===== config.mk =====
export PLATFORM = sky130hd
export DESIGN_NAME = mantissa_pp_gate_pipe
export DESIGN_NICKNAME = d
export VERILOG_FILES = /design/src/rtl/mantissa_pp_pkg.sv /design/src/rtl/mantissa_pp_gate_comb.sv /design/src/rtl/mantissa_pp_gate_pipe.sv
export SDC_FILE = /design/constraint.sdc
export NUM_CORES = 1
export LEC_CHECK = 0
export BUFFER_PORTS_ARGS = -buffer_cell sky130_fd_sc_hd__clkbuf_2
export CORE_UTILIZATION = 44
export CTS_CLUSTER_SIZE = 16
export DETAILED_ROUTE_END_ITERATION = 7
export GPL_ROUTABILITY_DRIVEN = 1
export PLACE_DENSITY_LB_ADDON = 0.1
export SLEW_MARGIN = 20
export SYNTH_ARGS = -nofsm -noshare
export SYNTH_HDL_FRONTEND = slang
export SYNTH_SLANG_ARGS = --single-unit

===== constraint.sdc =====
create_clock -name clk -period 7.8 [get_ports clk]
set_input_delay 0.78 -clock clk [delete_from_list [all_inputs] [get_ports clk]]
set_output_delay 0.78 -clock clk [all_outputs]
set_load 0.005 [all_outputs]

===== src/rtl/mantissa_pp_pkg.sv =====
// Shared types and helpers for the mantissa partial-product gating stage.
// Lane geometry: mode m groups 2^m adjacent tiles into one lane.
package mantissa_pp_pkg;

   localparam int MODE_QUARTER = 0;
   localparam int MODE_HALF    = 1;
   localparam int MODE_FULL    = 2;

   // Widest tile count the lane-mask helper can describe.
   localparam int MAX_TILES = 32;

   typedef enum logic [1:0] {
      ST_EMPTY = 2'd0,
      ST_ONE   = 2'd1,
      ST_TWO   = 2'd2
   } skid_state_e;

   // A tile survives when its row and column fall in the same 2^mode block.
   function automatic logic tile_keep(input int i, input int j, input int mode,
                                      input int log2_tiles);
      if (mode > log2_tiles) begin
         return 1'b0;
      end
      return (i >> mode) == (j >> mode);
   endfunction

   function automatic logic [MAX_TILES-1:0] lane_mask(input int mode, input int tiles);
      logic [MAX_TILES-1:0] mask;
      mask = '0;
      for (int k = 0; k < MAX_TILES; k++) begin
         if (k < tiles && (k % (1 << mode)) == 0) begin
            mask[k] = 1'b1;
         end
      end
      return mask;
   endfunction

endpackage


===== src/rtl/mantissa_pp_gate_comb.sv =====
// Combinational tile gating, lane-start mask and illegal-mode decode.
// Operates on the raw beat before it is captured by the skid buffer.
module mantissa_pp_gate_comb
   import mantissa_pp_pkg::*;
#(
   parameter int TILES  = 4,
   parameter int TW     = 14,
   parameter int MODE_W = 2
) (
   input  logic [TILES*TILES*TW-1:0] pp,
   input  logic [MODE_W-1:0]         mode,
   output logic [TILES*TILES*TW-1:0] gated_pp,
   output logic [TILES-1:0]          lanes,
   output logic                      illegal
);

   localparam int LOG2_TILES = $clog2(TILES);

   // NOTE: every output gets a default at the top of the block, so no path
   // through the loops or branches can leave a latch behind.
   always_comb begin
      gated_pp = '0;
      lanes    = '0;
      illegal  = int'(mode) > LOG2_TILES;

      for (int i = 0; i < TILES; i++) begin
         for (int j = 0; j < TILES; j++) begin
            if (tile_keep(i, j, int'(mode), LOG2_TILES)) begin
               gated_pp[(i*TILES+j)*TW +: TW] = pp[(i*TILES+j)*TW +: TW];
            end
         end
      end

      if (!illegal) begin
         lanes = TILES'(lane_mask(int'(mode), TILES));
      end
   end

endmodule


===== src/rtl/mantissa_pp_gate_pipe.sv =====
// Pipelined partial-product gating stage: gates at the input, then holds
// beats in a 2-entry skid buffer with a registered in_ready.
module mantissa_pp_gate_pipe
   import mantissa_pp_pkg::*;
#(
   parameter int TILES  = 4,
   parameter int TW     = 14,
   parameter int MODE_W = 2
) (
   input  logic                      clk,
   input  logic                      rst,
   input  logic                      in_valid,
   output logic                      in_ready,
   input  logic [TILES*TILES*TW-1:0] in_pp,
   input  logic [MODE_W-1:0]         in_mode,
   output logic                      out_valid,
   input  logic                      out_ready,
   output logic [TILES*TILES*TW-1:0] out_pp,
   output logic [TILES-1:0]          out_lane_mask,
   output logic [MODE_W-1:0]         out_mode,
   output logic                      err_mode,
   input  logic                      err_clr
);

   localparam int PPW = TILES * TILES * TW;

   typedef struct packed {
      logic [PPW-1:0]    pp;
      logic [TILES-1:0]  lanes;
      logic [MODE_W-1:0] mode;
   } beat_t;

   logic [PPW-1:0]   gated_pp;
   logic [TILES-1:0] gated_lanes;
   logic             gated_illegal;

   mantissa_pp_gate_comb #(
      .TILES  (TILES),
      .TW     (TW),
      .MODE_W (MODE_W)
   ) u_gate (
      .pp       (in_pp),
      .mode     (in_mode),
      .gated_pp (gated_pp),
      .lanes    (gated_lanes),
      .illegal  (gated_illegal)
   );

   skid_state_e state, state_next;
   beat_t       head, skid, incoming;
   logic        accept, deliver;

   assign incoming = {gated_pp, gated_lanes, in_mode};
   assign accept   = in_valid & in_ready;
   assign deliver  = out_valid & out_ready;

   always_comb begin
      state_next = state;
      out_valid  = 1'b0;
      case (state)
         ST_EMPTY: begin
            if (accept) state_next = ST_ONE;
         end
         ST_ONE: begin
            out_valid = 1'b1;
            if (accept && !deliver) begin
               state_next = ST_TWO;
            end else if (deliver && !accept) begin
               state_next = ST_EMPTY;
            end
         end
         ST_TWO: begin
            out_valid = 1'b1;
            if (deliver) state_next = ST_ONE;
         end
         default: state_next = ST_EMPTY;
      endcase
   end

   // NOTE: sequential state uses non-blocking assignments so every flop
   // samples the pre-edge values regardless of statement order.
   always_ff @(posedge clk) begin
      if (rst) begin
         state    <= ST_EMPTY;
         in_ready <= 1'b0;
         head     <= '0;
         err_mode <= 1'b0;
      end else begin
         state    <= state_next;
         // Registered from the next state, so never a combinational path from out_ready.
         in_ready <= (state_next != ST_TWO);

         case (state)
            ST_EMPTY: if (accept) head <= incoming;
            ST_ONE:   if (accept && deliver) head <= incoming;
            ST_TWO:   if (deliver) head <= skid;
            default:  head <= head;
         endcase

         if (accept && gated_illegal) begin
            err_mode <= 1'b1;
         end else if (err_clr) begin
            err_mode <= 1'b0;
         end
      end
   end

   // NOTE: the second entry is plain storage and is deliberately not reset;
   // the FSM state alone decides whether its contents are meaningful.
   always_ff @(posedge clk) begin
      if (state == ST_ONE && accept && !deliver) begin
         skid <= incoming;
      end
   end

   assign out_pp        = head.pp;
   assign out_lane_mask = head.lanes;
   assign out_mode      = head.mode;

endmodule

* Yosys cells after proc, flatten, opt, wreduce, memory -nomap -nowiden *
Cells that the tools add are included.
Widths: inputs -> output; s select.

operators by class
  divide/modulo/power cells = 4
  muxes and demuxes = 48
  equality and inequality tests = 18
  bitwise gates (word level) = 2
  shift-type cells = 5
  order comparisons = 1
  reduce and logical (&&, ||, !) cells = 17

operator list
  operator               number
  $mux 230               3
  $pmux 230 s3           1
  $eq 32x32->1           12
  $mux 14                16
  $logic_not 32->1       4
  $mod 3x32->32 const A  2
  $shr 1x2->32 const A   2
  $shr 2x2->32 const A   2
  $mod 1x32->32 const A  1
  $mod 2x32->32 const A  1
  $shl 1x2->32 const A   1
  $mux 1                 22
  $mux 2                 4
  $ne 2x2->1 const B     4
  $logic_and 1x1->1      6
  $pmux 2 s3             1
  $mux 4                 1
  $reduce_and 4->1       1
  $reduce_bool 3->1      1
  $and 1x1->1            2
  $eq 2x1->1 const B     1
  $eq 2x2->1 const B     1
  $gt 2x2->1 const B     1
  $logic_not 1->1        2
  other kinds (3)        3

word-level totals
  output and inout port bits = 233
  register bits = 464
  logic and storage cells = 104

* Depth between registers and ports, before layout *
  word-level depth = 9
  mapped depth = 9
  depth with buffers taken out = 8

* Cells and area by module *
From an unflattened synthesis, not the netlist that was laid out.

second synthesis, totals
  cells, all modules = 1591
  area total of the unflattened synthesis = 20510.9 um2

by module, submodules not included
  module                 sequential area each (um2)  times used  area each (um2)  cells an instance
  mantissa_pp_gate_pipe  11591.1                     1           18741.7          1314
  mantissa_pp_gate_comb  0.0                         1           1769.2           277

* Least setup slack after synthesis *
OpenSTA, ideal clock, no wires.

  path type = reg2reg
  start point = register state[0]
  end point = register skid[0] in the netlist's numbering (enable)
  buffers on the path = 0
  data required time = 7.221 ns
  cell stages (with the launch flop) = 6
  arrival time = 5.517 ns
  setup slack = 1.704 ns
  cell sequence = dfxtp_1 inv_1 ha_1 nand2_1 nand4_1 inv_1

on the way
  cells in the longest elaborated chain, start to end = 6
  elaborated cells between the ends (all ways) = 8
  those cells by class = eq/ne: 2; mux: 1; bitwise: 1; reduce/logical: 4

RTL lines
  item                                             line                          RTL
  start, declared                                  mantissa_pp_gate_pipe.sv:49   skid_state_e state, state_next;
  start signal, assigned                           mantissa_pp_gate_pipe.sv:89   state <= state_next;
  $eq 2x1->1 / $eq 2x2->1 (equally long branches)  mantissa_pp_gate_pipe.sv:60   case (state)
  $reduce_or 2->1 (no line) (*)                    --
  $mux 1 (*)                                       mantissa_pp_gate_pipe.sv:60
  net out_valid                                    mantissa_pp_gate_pipe.sv:16   output logic out_valid,
  $and 1x1->1 (*)                                  mantissa_pp_gate_pipe.sv:55   assign deliver = out_valid & out_ready;
  $logic_not 1->1 (*)                              mantissa_pp_gate_pipe.sv:111  if (state == ST_ONE && accept && !deliver) begin
  $logic_and 1x1->1 (*)                            mantissa_pp_gate_pipe.sv:111
  end signal, assigned                             mantissa_pp_gate_pipe.sv:112  skid <= incoming;
  end, declared                                    mantissa_pp_gate_pipe.sv:50   beat_t head, skid, incoming;

Mark *: on every way through the listed nets, which the timed path passes. The rest lies on a longest branch.
A chain may end at the register's enable or synchronous reset.

* Worst setup path after layout *
  start point = register state[0]
  end point = register head, in the netlist out_pp[95]

on the way
  cells in the longest elaborated chain, start to end = 7
  elaborated cells between the ends (all ways) = 13
  those cells by class = eq/ne: 5; mux: 2; bitwise: 1; reduce/logical: 5

RTL lines
  item                                             line                                                      RTL
  $eq 2x1->1 / $eq 2x2->1 (equally long branches)  mantissa_pp_gate_pipe.sv:60, mantissa_pp_gate_pipe.sv:93
  $reduce_or 2->1 (no line)                        --
  $mux 1                                           mantissa_pp_gate_pipe.sv:60
  $and 1x1->1                                      mantissa_pp_gate_pipe.sv:55
  $logic_and 1x1->1                                mantissa_pp_gate_pipe.sv:95                               ST_ONE: if (accept && deliver) head <= incoming;
  $ne 2x2->1 (no line)                             --
  $reduce_and 4->1 (no line)                       --
  end signal, assigned                             mantissa_pp_gate_pipe.sv:94                               ST_EMPTY: if (accept) head <= incoming;
  end signal, assigned                             mantissa_pp_gate_pipe.sv:95
  end signal, assigned                             mantissa_pp_gate_pipe.sv:96                               ST_TWO: if (deliver) head <= skid;
  end, declared                                    mantissa_pp_gate_pipe.sv:50

Parallel ways exist; a longest one is shown, timed or not.

==> out/metrics.yaml <==
run_status:
  status: "finished clean"
worst_setup_path:
  critPathRequiredTime_ns: 8.31
  reg2reg_depth: 8
  critPathCaptureType: "flip-flop"
  critPathLaunchType: "flip-flop"
  crit_arrival_ns: 4.85
  path_class: "flip-flop to flip-flop"
  cp_max_fo: 91
pwr:
  p_per_area_nw_per_um2: 261
  finalPower_uw: 6410
  ir_drop_uv: 196
  power_leakage_uw: 0.00883
timing:
  slew_viol_final: 0
  max_freq_mhz: 230
  worst_pin_slew_ns: 1.12
  finalSetupTns_ns: 0
  fin_crit_ns: 4.34
  setup_viol: 0
  whs_ns: 0.490
  finalHoldViolations: 0
  finalCritPeriodShare_pct: 55.6
  maxSlewHeadroom_pct: 25.6
  setup_ws_ns: 3.46
  grt_setup_unrepaired: "no"
  finClkSkew_ns: 0.0139
clock_tree:
  h-tree-depth: 2
  cts.clk_slew.worst_paths_ns: 0.06
  post_cts_buffers: 0
  clock_sinks: 462
  cts_hold_buf: 0
  cts_buffer_depth: 3
  cts_buffers: 52
  cts_resized: 0
  cts_root_buf: "clkbuf_16"
  clock_latency_ns: 0.60
  cts_tree: "built"
logic_synthesis:
  synth_compound_area_share_pct: 19.7
  ys_types: 38
  synthMuxAreaShare_pct: 11.1
  avgSynthCellArea_um2: 12.9
  synth_seq_cells: 462
  netlist_area_um2: 20500
  synth_enable_flop_cells: 229
  ys_warn_count: 0
  yosysSeqAreaShare_pct: 56.3
  synth_adder_area_share_pct: 1.04
  synth_area_leaders: "edfxtp_1, dfxtp_1, a211oi_2"
  yosys.area_share.simple_pct: 7.38
  synthTopCellsByCount: "a21oi_1, dfxtp_1, edfxtp_1"
  ys.flop_type: "dfxtp_1"
  synth_nets: 1838
  synth.top_cell.area_share_pct: 33.5
  synth_top_family_by_area: "compound AO/OA/AOI/OAI gates"
  synth_xor_area_share_pct: 0.0427
  synth_top_area_cell: "edfxtp_1"
  async_flop_share_pct: 0
  synth_cells: 1590
detailed_routing:
  wl_mm: 55.8
  vias_per_cell: 5.37
  drt_iter0_markers: 685
  antenna_left: 0
  wire_per_inst_um: 21.2
  drcViolationCount: 0
  firstDrtPassIters: 4
  via_count: 14100
floorplan:
  dieArea_um2: 47500
  die_w_um: 218
  initial_core_util_pct: 44.9
  coreArea_um2: 45700
  ios: 464
  die-height_um: 218
  rows: 78
placement:
  placed_area_um2: 22900
  io_buffer_count: 463
  place_congestion: 0.802
  place_hpwl_mm: 33.9
  pre_cts_slack_ns: 3.51
global_route:
  antenna_found_initial: 11
  gr-usage-all-layers_pct: 22.9
  gr-total-overflow: 0
  grt_max_degree: 128
  grt_pass1_wl_mm: 84.9
  grt_pass1_vias: 14400
worst_hold_path:
  min_path_cells: 2
  min_path_type: "primary input to flip-flop"
layout:
  layout-drive-gt1-share_pct: 38.4
  design_area_um2: 24600
  areaGrowthSynthToFinish_pct: 19.9
  final_nets: 2221
flow_run:
  drv_cap: 0
layer usage:
metal,GRT usage [%],part of all wire [%]
met4,7.88,2.7
met3,7.59,7.2
met1,29.8,43
met2,35.5,47
met5,0,0.043
path summary, 6_finish.rpt:
path	to	slack, ns	startpoint
worst max register to register	out_pp[95]$_SDFFE_PP0P_	3.46	state[0]$_SDFF_PP0_
worst min register to register	err_mode$_SDFFE_PP0P_	0.49	err_mode$_SDFFE_PP0P_
worst min-delay path	skid[55]$_DFFE_PP_	0.49	in_pp[49]
worst max-delay path	out_pp[95]$_SDFFE_PP0P_	3.46	state[0]$_SDFF_PP0_
critical path: stages (launching register included):
cell and delay, ns:
dfxtp_1 0.42, inv_1 0.12, ha_4 0.40, a21oi_4 0.24
buf_4 0.62, buf_4 0.84, buf_4 0.94, a21oi_1 0.22
a211oi_2 0.24
sequential cells by signal, indices dropped and copies added, names as in the netlist:
signal,flops
err_mode,1
in_ready,1
skid,229
out_lane_mask,3
out_pp,224
out_mode,2
state,2
power by group:
| part | leakage [µW] | internal, µW | switching (µW) |
|---|---|---|---|
| Sequential | 0.00405 | 2770 | 114 |
| Clock | 0.000803 | 1360 | 985 |
| Combinational | 0.00397 | 484 | 698 |
| Total | 0.00883 | 4610 | 1800 |
area by class of cell:
class / instances / area (µm²)
antenna: 9 / 22.5
clock buffer: 81 / 1540
clock inverter: 16 / 86.3
fill: 4041 / 21100
inverter: 10 / 45.0
multi-input combinational: 965 / 8100
sequential: 462 / 11500
tap: 600 / 751
timing repair buffer: 482 / 2510
stage by stage:
stage	instances	utilization [%]
after floorplan	1590	-
after global placement	2519	50.2
after detailed placement	2519	50.2
after CTS	2616	53.8
after global routing	2624	53.8
final	2625	53.8
kinds of logic after synthesis:
kind of cell / Yosys count
xor+xnor: 1
mux: 227
flops: 462
simple gates: 244
fa+ha+maj: 17
compound gates: 476
buf+inv: 163
cell usage in the layout (no fill, tap or decap), types with 3 or more instances in the layout:
cell type,instances
inv_1,9
clkinv_1,6
nand3_1,4
clkinv_2,7
dfxtp_1,233
edfxtp_1,229
and2_1,168
o21ai_0,3
nand2_1,4
a21oi_1,233
ha_1,13
buf_4,15
a211oi_1,18
buf_12,3
nor2b_1,56
clkbuf_8,9
mux2i_1,227
clkbuf_2,462
clkbuf_16,54
diode_2,9
clkbuf_1,18
a211oi_2,210
(Power assumes the default switching activity.)
